<file path="src/rtl/boot_loader_pkg.sv">
// Shared types and constants for the OPC5 serial boot loader.
package boot_loader_pkg;

    typedef enum logic [3:0] {
        S_IDLE   = 4'd0,
        S_ADDR_H = 4'd1,
        S_ADDR_L = 4'd2,
        S_LEN_H  = 4'd3,
        S_LEN_L  = 4'd4,
        S_DATA_H = 4'd5,
        S_DATA_L = 4'd6,
        S_CSUM   = 4'd7,
        S_RUN    = 4'd8
    } state_e;

    localparam logic [7:0] DEFAULT_SYNC    = 8'hA5;
    localparam int         DEFAULT_TIMEOUT = 3200000;

    // Width needed to hold the counter value TIMEOUT itself.
    function automatic int timer_width(input int timeout);
        return $clog2(timeout + 1);
    endfunction

    localparam int TIMER_W = timer_width(DEFAULT_TIMEOUT);

endpackage

</file>
<file path="src/rtl/boot_loader_if.sv">
// Byte-receive input and RAM/CPU-control output bundle of the boot loader.
interface boot_loader_if;
    logic [7:0]  rx_data;
    logic        rx_valid;
    logic [15:0] mem_addr;
    logic [15:0] mem_dout;
    logic        mem_we;
    logic        cpu_hold;
    logic        load_error;
    logic        load_done;

    modport master (
        input  rx_data, rx_valid,
        output mem_addr, mem_dout, mem_we, cpu_hold, load_error, load_done
    );

    modport slave (
        output rx_data, rx_valid,
        input  mem_addr, mem_dout, mem_we, cpu_hold, load_error, load_done
    );
endinterface

</file>
<file path="src/rtl/boot_timer.sv">
// Inter-byte timeout counter: expires in the TIMEOUT-th enabled cycle since the last clear.
module boot_timer #(
    parameter int TIMEOUT = 3200000,
    parameter int W       = 22
) (
    input  logic clk,
    input  logic reset,
    input  logic clear,
    input  logic enable,
    output logic expired
);
    logic [W-1:0] cnt_r;

    // Counter register: cleared on accepted byte or while disabled.
    always_ff @(posedge clk or posedge reset) begin
        if (reset) begin
            cnt_r <= '0;
        end else if (clear || !enable) begin
            cnt_r <= '0;
        end else begin
            cnt_r <= cnt_r + W'(1);
        end
    end

    assign expired = enable && (cnt_r == W'(TIMEOUT - 1));
endmodule

</file>
<file path="src/rtl/boot_loader.sv">
// Frame decoder that writes loaded words to RAM and releases the CPU on a good terminating frame.
module boot_loader
    import boot_loader_pkg::*;
#(
    parameter logic [7:0] SYNC    = DEFAULT_SYNC,
    parameter int         TIMEOUT = DEFAULT_TIMEOUT
) (
    input  logic          clk,
    input  logic          reset,
    boot_loader_if.master bus
);
    localparam int TW = timer_width(TIMEOUT);

    state_e      state_r, state_n;
    logic [15:0] addr_r, addr_n;
    logic [15:0] cnt_r, cnt_n;
    logic [7:0]  sum_r, sum_n;
    logic [7:0]  hi_r, hi_n;
    logic        term_r, term_n;
    logic [15:0] mem_addr_r, mem_addr_n;
    logic [15:0] mem_dout_r, mem_dout_n;
    logic        mem_we_r, mem_we_n;
    logic        hold_r, hold_n;
    logic        err_r, err_n;
    logic        done_r, done_n;

    logic [7:0]  sum_next_s;
    logic [15:0] len_s;
    logic        timer_en_s;
    logic        expired_s;

    assign sum_next_s = sum_r + bus.rx_data;
    assign len_s      = {cnt_r[15:8], bus.rx_data};
    assign timer_en_s = (state_r != S_IDLE) && (state_r != S_RUN);

    boot_timer #(.TIMEOUT(TIMEOUT), .W(TW)) u_timer (
        .clk     (clk),
        .reset   (reset),
        .clear   (bus.rx_valid),
        .enable  (timer_en_s),
        .expired (expired_s)
    );

    // Next-state and datapath decode; an accepted byte takes priority over expiry.
    always_comb begin
        state_n    = state_r;
        addr_n     = addr_r;
        cnt_n      = cnt_r;
        sum_n      = sum_r;
        hi_n       = hi_r;
        term_n     = term_r;
        mem_addr_n = mem_addr_r;
        mem_dout_n = mem_dout_r;
        mem_we_n   = 1'b0;
        hold_n     = hold_r;
        err_n      = err_r;
        done_n     = done_r;
        if (bus.rx_valid) begin
            case (state_r)
                S_IDLE: begin
                    if (bus.rx_data == SYNC) begin
                        sum_n   = 8'h00;
                        state_n = S_ADDR_H;
                    end else begin
                        state_n = S_IDLE;
                    end
                end
                S_ADDR_H: begin
                    addr_n[15:8] = bus.rx_data;
                    sum_n        = sum_next_s;
                    state_n      = S_ADDR_L;
                end
                S_ADDR_L: begin
                    addr_n[7:0] = bus.rx_data;
                    sum_n       = sum_next_s;
                    state_n     = S_LEN_H;
                end
                S_LEN_H: begin
                    cnt_n[15:8] = bus.rx_data;
                    sum_n       = sum_next_s;
                    state_n     = S_LEN_L;
                end
                S_LEN_L: begin
                    cnt_n   = len_s;
                    sum_n   = sum_next_s;
                    term_n  = (len_s == 16'h0000);
                    state_n = (len_s == 16'h0000) ? S_CSUM : S_DATA_H;
                end
                S_DATA_H: begin
                    hi_n    = bus.rx_data;
                    sum_n   = sum_next_s;
                    state_n = S_DATA_L;
                end
                S_DATA_L: begin
                    mem_we_n   = 1'b1;
                    mem_addr_n = addr_r;
                    mem_dout_n = {hi_r, bus.rx_data};
                    addr_n     = addr_r + 16'd1;
                    cnt_n      = cnt_r - 16'd1;
                    sum_n      = sum_next_s;
                    state_n    = (cnt_r == 16'd1) ? S_CSUM : S_DATA_H;
                end
                S_CSUM: begin
                    if (sum_next_s != 8'h00) begin
                        err_n   = 1'b1;
                        state_n = S_IDLE;
                    end else if (term_r) begin
                        hold_n  = 1'b0;
                        done_n  = 1'b1;
                        state_n = S_RUN;
                    end else begin
                        state_n = S_IDLE;
                    end
                end
                S_RUN: begin
                    state_n = S_RUN;
                end
                default: begin
                    state_n = S_IDLE;
                end
            endcase
        end else if (expired_s) begin
            err_n   = 1'b1;
            state_n = S_IDLE;
        end else begin
            state_n = state_r;
        end
    end

    // State, datapath and output registers.
    always_ff @(posedge clk or posedge reset) begin
        if (reset) begin
            state_r    <= S_IDLE;
            addr_r     <= 16'h0000;
            cnt_r      <= 16'h0000;
            sum_r      <= 8'h00;
            hi_r       <= 8'h00;
            term_r     <= 1'b0;
            mem_addr_r <= 16'h0000;
            mem_dout_r <= 16'h0000;
            mem_we_r   <= 1'b0;
            hold_r     <= 1'b1;
            err_r      <= 1'b0;
            done_r     <= 1'b0;
        end else begin
            state_r    <= state_n;
            addr_r     <= addr_n;
            cnt_r      <= cnt_n;
            sum_r      <= sum_n;
            hi_r       <= hi_n;
            term_r     <= term_n;
            mem_addr_r <= mem_addr_n;
            mem_dout_r <= mem_dout_n;
            mem_we_r   <= mem_we_n;
            hold_r     <= hold_n;
            err_r      <= err_n;
            done_r     <= done_n;
        end
    end

    assign bus.mem_addr   = mem_addr_r;
    assign bus.mem_dout   = mem_dout_r;
    assign bus.mem_we     = mem_we_r;
    assign bus.cpu_hold   = hold_r;
    assign bus.load_error = err_r;
    assign bus.load_done  = done_r;
endmodule
</file>
<file path="src/flat_wrapper.sv">
// flat-port wrapper written by rule: the top's interface ports become plain ports
module boot_loader_flat import boot_loader_pkg::*;
#(
    parameter logic [7:0] SYNC    = DEFAULT_SYNC,
    parameter int         TIMEOUT = DEFAULT_TIMEOUT
)
  (clk, reset, bus_rx_data, bus_rx_valid, bus_mem_addr, bus_mem_dout, bus_mem_we, bus_cpu_hold, bus_load_error, bus_load_done);
  boot_loader_if bus_i ();
  input  logic clk;
  input  logic reset;
  input wire logic [$bits(bus_i.rx_data)-1:0] bus_rx_data;
  input wire logic [$bits(bus_i.rx_valid)-1:0] bus_rx_valid;
  output wire logic [$bits(bus_i.mem_addr)-1:0] bus_mem_addr;
  output wire logic [$bits(bus_i.mem_dout)-1:0] bus_mem_dout;
  output wire logic [$bits(bus_i.mem_we)-1:0] bus_mem_we;
  output wire logic [$bits(bus_i.cpu_hold)-1:0] bus_cpu_hold;
  output wire logic [$bits(bus_i.load_error)-1:0] bus_load_error;
  output wire logic [$bits(bus_i.load_done)-1:0] bus_load_done;
  assign bus_i.rx_data = bus_rx_data;
  assign bus_i.rx_valid = bus_rx_valid;
  assign bus_mem_addr = bus_i.mem_addr;
  assign bus_mem_dout = bus_i.mem_dout;
  assign bus_mem_we = bus_i.mem_we;
  assign bus_cpu_hold = bus_i.cpu_hold;
  assign bus_load_error = bus_i.load_error;
  assign bus_load_done = bus_i.load_done;
  boot_loader #(.SYNC(SYNC), .TIMEOUT(TIMEOUT)) u_core (.clk(clk), .reset(reset), .bus(bus_i));
endmodule
</file>
<file path="config.mk">
export PLATFORM = sky130hd
export DESIGN_NAME = boot_loader_flat
export DESIGN_NICKNAME = d
export VERILOG_FILES = /design/src/rtl/boot_loader_pkg.sv /design/src/rtl/boot_loader_if.sv /design/src/rtl/boot_timer.sv /design/src/rtl/boot_loader.sv /design/src/flat_wrapper.sv
export SDC_FILE = /design/constraint.sdc
export NUM_CORES = 1
export LEC_CHECK = 0
export CORE_MARGIN = 2
export CORE_UTILIZATION = 35
export CTS_CLUSTER_DIAMETER = 30
export DETAILED_ROUTE_END_ITERATION = 8
export PLACE_DENSITY = 0.59
export SLEW_MARGIN = 20
export SYNTH_ARGS = -nofsm -noshare
export SYNTH_HDL_FRONTEND = slang
export SYNTH_HIERARCHICAL = 1
export SYNTH_SLANG_ARGS = --single-unit
</file>
<file path="constraint.sdc">
create_clock -name clk -period 4.25 [get_ports clk]
set_clock_uncertainty 0.2 [all_clocks]
set_input_delay 0.85 -clock clk [delete_from_list [all_inputs] [get_ports clk]]
set_output_delay 0.85 -clock clk [all_outputs]
set_load 0.02 [all_outputs]
</file>
Word-level counts from Yosys, hierarchy flattened
Cells that the tools add are included.
W data, S select, Z words.
- register bits: 111
- input bits: 11
- output and inout port bits: 36
- logic and storage cells: 81
- $add $sub $neg: 4
- equality and inequality tests: 15
- mux-type cells: 21
- bitwise logic cells: 1
- reduce and logical (&&, ||, !) cells: 25
- operators with widths (cell ; count):
    $pmux W8 S2 ; 5
    $pmux W4 S9 ; 1
    $add A22 B1 Y22 const B ; 1
    $eq A22 B22 Y1 const B ; 1
    $mux W22 ; 1
    $add A16 B1 Y16 const B ; 1
    $eq A16 B1 Y1 const B ; 1
    $eq A4 B3 Y1 const B ; 4
    $logic_not A16 Y1 ; 1
    $mux W4 ; 4
    $sub A16 B1 Y16 const B ; 1
    $reduce_and A2 Y1 ; 7
    $reduce_bool A2 Y1 ; 6
    $add A8 B8 Y8 ; 1
    $eq A4 B2 Y1 const B ; 2
    $eq A8 B8 Y1 const B ; 1
    $mux W8 ; 1
    $reduce_bool A8 Y1 ; 1
    $mux W1 ; 7
    $ne A2 B1 Y1 const B ; 3
    $reduce_and A3 Y1 ; 2
    $reduce_or A6 Y1 ; 1
    $eq A4 B1 Y1 const B ; 1
    $eq A4 B4 Y1 const B ; 1
    9 further kinds ; 11

Longest topological paths before layout
Gate-level depths: netlist of run 1.
- depth in word-level cells: 5
- depth in mapped cells: 9
- mapped depth without buffers: 8

Cells and area by module
The synthesis of run 1 kept the hierarchy.
- modules (own cells, without submodules) (module ; instances ; cells an instance ; area an instance (µm²) ; sequential area each (µm²)):
    boot_loader ; 1 ; 455 ; 4548.1 ; 2228.4
    boot_timer ; 1 ; 122 ; 1136.1 ; 550.5

Worst setup path before layout of run 1
No wires, ideal clock.
- kind: input -> register
- start: in bus_rx_data[0]
- end: reg u_core.err_r, in the netlist u_core/bus.load_error
- data arrival time: 2.607 ns
- path slack: 1.316 ns
- stages on the path: 8
- path buffers: 0
- cell sequence: ha_1 -> fa_1 -> a211o_1 -> a21o_1 -> a21oi_1 -> xor2_1 -> nand4_1 -> a221o_1
- word-level cells in the longest chain between the ends: 4
- RTL lines (item ; line ; text):
    start: declaration ; flat_wrapper.sv:11 ; input wire logic [$bits(bus_i.rx_data)-1:0] bus_rx_data;
    $add A8 B8 Y8 ; boot_loader.sv:32 ; assign sum_next_s = sum_r + bus.rx_data;
    $reduce_bool A8 Y1 ; boot_loader.sv:104 ; if (sum_next_s != 8'h00) begin
    $ne A2 B1 Y1 (no source line) ; n/a ;
    $reduce_and A3 Y1 (no source line) ; n/a ;
    end signal: assignment ; boot_loader.sv:156 ; err_r <= err_n;
    end: declaration ; boot_loader.sv:24 ; logic err_r, err_n;
Every way passes these cells.
A chain may end at the register's enable or synchronous reset.

Worst setup path after layout of run 1
- start: in bus_rx_data[0]
- end: reg u_core.done_r, in the netlist u_core/bus.load_done
- word-level cells in the longest chain between the ends: 4
- RTL lines (item ; line ; text):
    $add A8 B8 Y8 ; boot_loader.sv:32 ;
    $reduce_bool A8 Y1 ; boot_loader.sv:104 ;
    $not A1 Y1 (no source line) ; n/a ;
    $reduce_and A4 Y1 (no source line) ; n/a ;
    end signal: assignment ; boot_loader.sv:157 ; done_r <= done_n;
    end: declaration ; boot_loader.sv:25 ; logic done_r, done_n;
Every way passes these cells.

==> results of run 1 <==
[cell type report]
cell class              instances  area (µm²)
inverters                      15        57.6
multi-input cells             424        2740
well taps                     216         270
clock inverters                 7        78.8
repair buffers                 54         533
clock buffers                   9         225
fillers                      1548        9200
flip-flops and latches        111        2780
[registers in the layout, indices dropped and copies added (netlist names), 4 cells and up]
register and flops:
u_core/u_timer/cnt_r 22, u_core/addr_r 16, u_core/bus.mem_addr 16, u_core/bus.mem_dout 16, u_core/cnt_r 16, u_core/hi_r 8, u_core/sum_r 8, u_core/state_r 4
[synth_stat cells (all sizes together), types with 5 or more instances]
library cell,n
a21o,10
a21oi,37
a22o,8
a31o,5
a31oi,5
and3,9
buf,9
clkbuf,18
dfrtp,110
ha,11
inv,15
mux2,39
nand2,60
nand2b,6
nand3,28
nand4,9
nor2,51
nor3,9
nor4,10
o21ai,44
o22ai,7
or3,9
xnor2,11
xor2,6
[how the worst min path moves through the flow]
stage / start / endpoint / slack [ns] / depth (start not counted)
after floorplan: u_core/sum_r[0] / u_core/sum_r[0] / 0.24 / 2
after global placement: u_core/sum_r[0] / u_core/sum_r[0] / 0.26 / 2
after detailed placement: u_core/bus.load_done / u_core/bus.load_done / 0.26 / 1
after CTS: u_core/bus.load_done / u_core/bus.load_done / 0.28 / 1
after global routing: u_core/sum_r[5] / u_core/sum_r[5] / 0.30 / 2
final: u_core/bus.load_done / u_core/bus.load_done / 0.27 / 1
[per-stage QoR]
stage	worst slack, ns	hold slack [ns]	cells
floorplan	0.895	0.243	577
global placement	0.691	0.260	820
detailed placement	0.575	0.256	820
CTS	0.905	0.280	836
global route	0.737	0.304	836
finish	0.885	0.272	836
[metal layers]
metal  global-route usage, %  wire length [µm]  share of wire, %
met5                       0                 0                 0
met4                    6.04               282               2.1
met3                    3.74               622               4.6
met2                    25.2              6250                46
met1                    22.1              6390                47
[cells in the final DEF (no fill, tap or decap), types with 3 or more instances in the layout]
cell type | Yosys | final
a21o_1 | 10 | 10
a21oi_1 | 37 | 37
a22o_1 | 7 | 7
a31o_2 | 5 | 5
a31oi_1 | 5 | 5
a41o_1 | 3 | 3
and2_1 | 4 | 4
and3_1 | 9 | 9
buf_4 | 0 | 7
clkbuf_16 | 0 | 9
clkdlybuf4s50_1 | 0 | 46
dfrtp_1 | 110 | 110
ha_1 | 11 | 11
inv_1 | 15 | 14
mux2_2 | 39 | 39
nand2_1 | 60 | 60
nand2b_1 | 6 | 6
nand3_1 | 27 | 27
nand4_1 | 8 | 8
nor2_1 | 51 | 51
nor3_1 | 8 | 8
nor3b_1 | 4 | 4
nor4_1 | 9 | 9
o21a_1 | 3 | 3
o21ai_0 | 43 | 43
o22a_1 | 4 | 4
o22ai_1 | 7 | 7
or2_2 | 3 | 3
or3_1 | 6 | 6
or3_4 | 3 | 3
xnor2_1 | 11 | 11
xor2_1 | 6 | 6
[kinds of logic after synthesis]
| group | after synthesis |
|---|---|
| adder cells (fa/ha/maj) | 12 |
| multiplexers | 40 |
| AND/OR/NAND/NOR | 213 |
| flip-flops | 111 |
| XOR/XNOR | 17 |
| buffers and inverters | 42 |
| AO/OA/AOI/OAI | 142 |
[power by group through the flow]
| stage | Sequential (µW) | Clock, µW | Combinational, µW |
|---|---|---|---|
| 3_3_place_gp | 1780 | 0 | 1640 |
| 4_1_cts | 1790 | 902 | 1700 |
| 3_5_place_dp | 1810 | 0 | 1690 |
| 2_1_floorplan | 1880 | 0 | 1000 |
| 5_1_grt | 1860 | 945 | 1860 |
| 6_report | 1790 | 871 | 1690 |
==> results.sh, run 1 <==
export IMPL_status="finished clean"
export IMPL_cts_resized=0
export IMPL_ctsHtreeMaxLevel=3
export IMPL_power_total_uw=4360
export IMPL_holdBufCountCts=0
export IMPL_gr_usage_all_layers_pct=16.2
export IMPL_final_util_pct=42.1
export IMPL_rsz0062_at_grt="no"
export IMPL_avgSynthCellArea_um2=9.85
export IMPL_combinationalPowerShare_pct=38.9
export IMPL_postRouteAntennaNets=0
export IMPL_synth_simple_area_share_pct=18.9
export IMPL_grt_max_degree=47
export IMPL_synth_seq_cells=111
export IMPL_setup_viol=0
export IMPL_ys_flop_type="dfrtp_1"
export IMPL_reg2reg_to="u_core/bus.load_done"
export IMPL_critical_path_required_ns=4.35
export IMPL_seq_area_frac_synth_pct=48.9
export IMPL_finalWirelength_um=13500
export IMPL_seqPwrFrac_pct=41.1
export IMPL_fp_dieH_um=131
export IMPL_post_cts_buffers=0
export IMPL_stdcell_area_um2=6680
export IMPL_yosysWarnings=6
export IMPL_synth_area_leaders="dfrtp_1 48%, mux2_2 7.7%, nand2_1 4.0%, o21ai_0 3.8%, nor2_1 3.4%"
export IMPL_cts_root_buf="clkbuf_16"
export IMPL_crit_fanout=3
export IMPL_cts_buffer_depth=2
export IMPL_nNetsFinal=638
export IMPL_crit_family="compound AO/OA/AOI/OAI gates"
export IMPL_gr_total_overflow=0
export IMPL_rr_startpoint="u_core/sum_r[0]"
export IMPL_synthMuxAreaShare_pct=7.90
export IMPL_synth_compound_area_share_pct=16.0
export IMPL_max_vdd_ir_drop_mv=0.258
export IMPL_io_buffers=46
export IMPL_clkPwrFrac_pct=20.0
export IMPL_cts_buffers=9
export IMPL_hpwl_um=9470
export IMPL_worstPathCellList="clkdlybuf4s50_1, ha_1, fa_1, a211o_1, a21o_1, a221oi_1, nand2_1, and4b_1, or2_1"
export IMPL_report_final_slew_viol_count=0
export IMPL_grt_antenna_before_repair=0
export IMPL_synthXorXnorAreaFrac_pct=2.62
export IMPL_critPathLaunch="bus_rx_data[0]"
export IMPL_max_clock_freq_ghz=0.297
export IMPL_start_util_pct=35.8
export IMPL_worstRegToRegCells=8
export IMPL_endpoint_kind="flip-flop"
export IMPL_worstSkewPairLatency_ns=0.36
export IMPL_syn2layout_area_growth_pct=17.6
export IMPL_async_flop_share_pct=100
export IMPL_synth_edff_count=0
export IMPL_detail_route_drc_violations=0
export IMPL_synth_cells=577
export IMPL_max_stage_delay_ns=0.47
export IMPL_via_per_inst=5.41
export IMPL_dr_pass1_iters=5
export IMPL_yosys_area_top_type_share_pct=48.4
export IMPL_synth_cell_types=63
export IMPL_ioPinCount=47
export IMPL_synth_top_family_by_area="simple AND/OR/NAND/NOR gates"
export IMPL_cap_violations=0
export IMPL_grt_pass1_wl_um=22600
export IMPL_drtIter0Drc=341
export IMPL_drive_gt1_share_pct=13.9
export IMPL_rrSetupSlack_ns=1.45
export IMPL_leakage_uw=0.00285
export IMPL_yosysTopAreaCell="dfrtp_1"
export IMPL_tightest_slew_ns=0.830
export IMPL_place_area_um2=6380
export IMPL_hold_class="flip-flop to flip-flop"
export IMPL_fp_coreArea_um2=15900
export IMPL_finalCritPeriodShare_pct=79.2
export IMPL_endpoint="u_core/bus.load_done"
export IMPL_wire_per_inst_um=16.2
export IMPL_synthesis_nets=600
export IMPL_fin_crit_ns=3.36
export IMPL_p_sw_uw=1640
export IMPL_cp_depth=9
export IMPL_die_x_um=131
export IMPL_finalSetupTns_ns=0
export IMPL_clock_sinks=111
export IMPL_switching_share_pct=37.7
export IMPL_path_class="primary input to flip-flop"
export IMPL_p_int_uw=2710
export IMPL_vias=4519
export IMPL_die_area_um2=17300
export IMPL_path_clk_slew_ns=0.07
export IMPL_synthAdderAreaFrac_pct=2.77
export IMPL_syn_area_um2=5680
export IMPL_p_per_area_nw_per_um2=652
export IMPL_antenna_cells=0
export IMPL_tritoncts="built"
export IMPL_rows=46
export IMPL_crit_buf_inv=1
export IMPL_arrival_ns=3.46
export IMPL_gp_congestion=0.830
export IMPL_grt_pass1_vias=4185
export IMPL_maxSlewHeadroom_pct=44.6
export IMPL_slowest_stage="a221oi_1"
export IMPL_hold_viol_final=0
export IMPL_startpoint_type="primary input"
Power figures use the tool's default switching activity.
==> run 2: changes to the inputs <==
==> constraint.sdc (replaced) <==
create_clock -name clk -period 3.36 [get_ports clk]
set_clock_uncertainty 0.2 [all_clocks]
set_input_delay 0.672 -clock clk [delete_from_list [all_inputs] [get_ports clk]]
set_output_delay 0.672 -clock clk [all_outputs]
set_load 0.02 [all_outputs]
==> run 2 against run 1 <==
  * Total power is 27% higher
  * Sequential share of layout area is 0.49 points lower
  * Clock power is 23% higher
  * Clock-buffer cell count unchanged
  * Final cell count is 1.2% higher
  * Cell area grew 1.2%
  * Core utilization grew 0.50 points
  * Worst hold slack better by 0.018 ns
  * Setup slack worse by 0.59 ns
  * First-iteration DRC count rose by 1.2%
  * Critical path type unchanged
==> results.sh, run 2 (synthesis results as in run 1) <==
export IMPL_status="finished clean"
export IMPL_grt_antenna_before_repair=0
export IMPL_startpoint_type="primary input"
export IMPL_die_area_um2=17300
export IMPL_cap_violations=0
export IMPL_met3_usage_pct=3.67
export IMPL_layout_commonest_cell="dfrtp_1"
export IMPL_setup_viol=0
export IMPL_vias=4533
export IMPL_hp_start="u_core/bus.cpu_hold"
export IMPL_p_per_area_nw_per_um2=815
export IMPL_io_buffers=46
export IMPL_critical_path_required_ns=3.41
export IMPL_path_clk_slew_ns=0.08
export IMPL_slowest_stage="clkdlybuf4s50_1"
export IMPL_gr_total_overflow=0
export IMPL_path_class="primary input to flip-flop"
export IMPL_start_util_pct=35.8
export IMPL_fp_dieH_um=131
export IMPL_largest_register="u_core/u_timer/cnt_r"
export IMPL_detail_route_drc_violations=0
export IMPL_report_final_slew_viol_count=0
export IMPL_busiest_layer="met2"
export IMPL_max_vdd_ir_drop_mv=0.294
export IMPL_worstPathCellList="clkdlybuf4s50_1, ha_1, fa_1, a211o_1, a21o_1, a221oi_1, nand4_1, a221o_1"
export IMPL_hold_class="flip-flop to flip-flop"
export IMPL_use_met1_pct=21.1
export IMPL_cts_resized=0
export IMPL_nNetsFinal=648
export IMPL_nFillCells=1544
export IMPL_min_to="u_core/bus.cpu_hold"
export IMPL_rows=46
export IMPL_arrival_ns=3.11
export IMPL_critPathLaunch="bus_rx_data[0]"
export IMPL_gr_usage_all_layers_pct=16.2
export IMPL_dr_pass1_iters=4
export IMPL_cts_root_buf="clkbuf_16"
export IMPL_hpwl_um=9890
export IMPL_max_clock_freq_ghz=0.327
export IMPL_antenna_cells=0
export IMPL_tightest_slew_ns=0.840
export IMPL_cts_buffers=9
export IMPL_finalSetupTns_ns=0
export IMPL_worstSkewPairLatency_ns=0.36
export IMPL_cts_buffer_depth=2
export IMPL_reg2reg_to="u_core/bus.load_error"
export IMPL_holdBufCountCts=0
export IMPL_rrSetupSlack_ns=0.68
export IMPL_finalWirelength_um=13700
export IMPL_stdcell_area_um2=6760
export IMPL_place_area_um2=6470
export IMPL_ioPinCount=47
export IMPL_final_cell_mix="110 x dfrtp_1, 60 x nand2_1, 51 x nor2_1"
export IMPL_grt_pass1_vias=4380
export IMPL_tritoncts="built"
export IMPL_clock_sinks=111
export IMPL_crit_fanout=3
export IMPL_max_stage_delay_ns=0.43
export IMPL_post_cts_buffers=0
export IMPL_grt_pass1_wl_um=22800
export IMPL_rsz0062_at_grt="no"
export IMPL_fp_coreArea_um2=15900
export IMPL_drtIter0Drc=345
export IMPL_rr_startpoint="u_core/sum_r[0]"
export IMPL_crit_family="compound AO/OA/AOI/OAI gates"
export IMPL_finalCritPeriodShare_pct=91.1
export IMPL_use_met2_pct=26.7
export IMPL_fin_crit_ns=3.06
export IMPL_crit_buf_inv=1
export IMPL_hold_viol_final=0
export IMPL_gp_congestion=0.823
export IMPL_endpoint_kind="flip-flop"
export IMPL_worstRegToRegCells=7
export IMPL_wire_per_inst_um=16.2
export IMPL_maxSlewHeadroom_pct=43.9
export IMPL_via_per_inst=5.36
export IMPL_ctsHtreeMaxLevel=3
export IMPL_die_x_um=131
export IMPL_syn2layout_area_growth_pct=19.0
export IMPL_largest_reg_flops=22
export IMPL_postRouteAntennaNets=0
export IMPL_drive_gt1_share_pct=15.2
export IMPL_leakage_uw=0.00291
export IMPL_grt_max_degree=38
export IMPL_hold_path_cell_count=1
## run 2: cell count changes in the layout (fill, tap and decap cells not counted)
| cell | change |
|---|---|
| clkinvlp_4 | -2 |
| bufinv_16 | -1 |
| clkinv_2 | -1 |
| clkinv_8 | +1 |
| inv_6 | +3 |
| buf_4 | +9 |
| buf_12 | +1 |
## run 2: power by group
part / internal [µW] / leakage [µW] / switching, µW
Clock: 528 / 0.000146 / 544
Combinational: 1040 / 0.00136 / 1130
Sequential: 1830 / 0.00140 / 441
Total: 3400 / 0.00291 / 2110
## run 2: layout make-up
class / instances / area, µm² / share of cell area (%)
Inverter: 15 / 57.6 / 0.851
Sequential cell: 111 / 2780 / 41.1
Clock inverter: 7 / 71.3 / 1.05
Clock buffer: 9 / 225 / 3.33
Multi-Input combinational cell: 424 / 2740 / 40.5
Timing Repair Buffer: 64 / 621 / 9.18
Tap cell: 216 / 270 / 4.00
## run 2: worst register-to-register path, stage by stage (launching register included)
cell,delay [ns]
dfrtp_1,0.39
ha_1,0.21
fa_1,0.42
a211o_1,0.31
a21o_1,0.18
a221oi_1,0.41
nand4_1,0.14
a221o_1,0.30
## run 2: metal layers
metal	vias up	routed length [µm]
met2	116	6500
li1	2185	-
met5	-	0
met1	2220	6360
met4	0	138
met3	12	682
## run 2: per-stage QoR
stage                     cells  hold slack [ns]  setup WS (ns)  util [%]  total power, µW
after floorplan             577            0.243          0.183         -             3650
after global placement      830            0.266        0.00286      40.7             4360
after detailed placement    830            0.270        -0.0810      40.7             4460
after CTS                   846            0.291          0.314      42.6             5550
after global routing        846            0.316          0.227      42.6             5900
final                       846            0.289          0.298      42.6             5510
## run 2: how the worst max path moves through the flow
stage / cells past startpoint / slack (ns) / endpoint
finish: 8 / 0.30 / u_core/bus.load_error
global route: 9 / 0.23 / u_core/bus.load_done
CTS: 8 / 0.31 / u_core/bus.load_error
detailed placement: 8 / -0.08 / u_core/bus.load_error
floorplan: 1 / 0.18 / u_core/addr_r[0]
global placement: 9 / 0.003 / u_core/bus.load_done
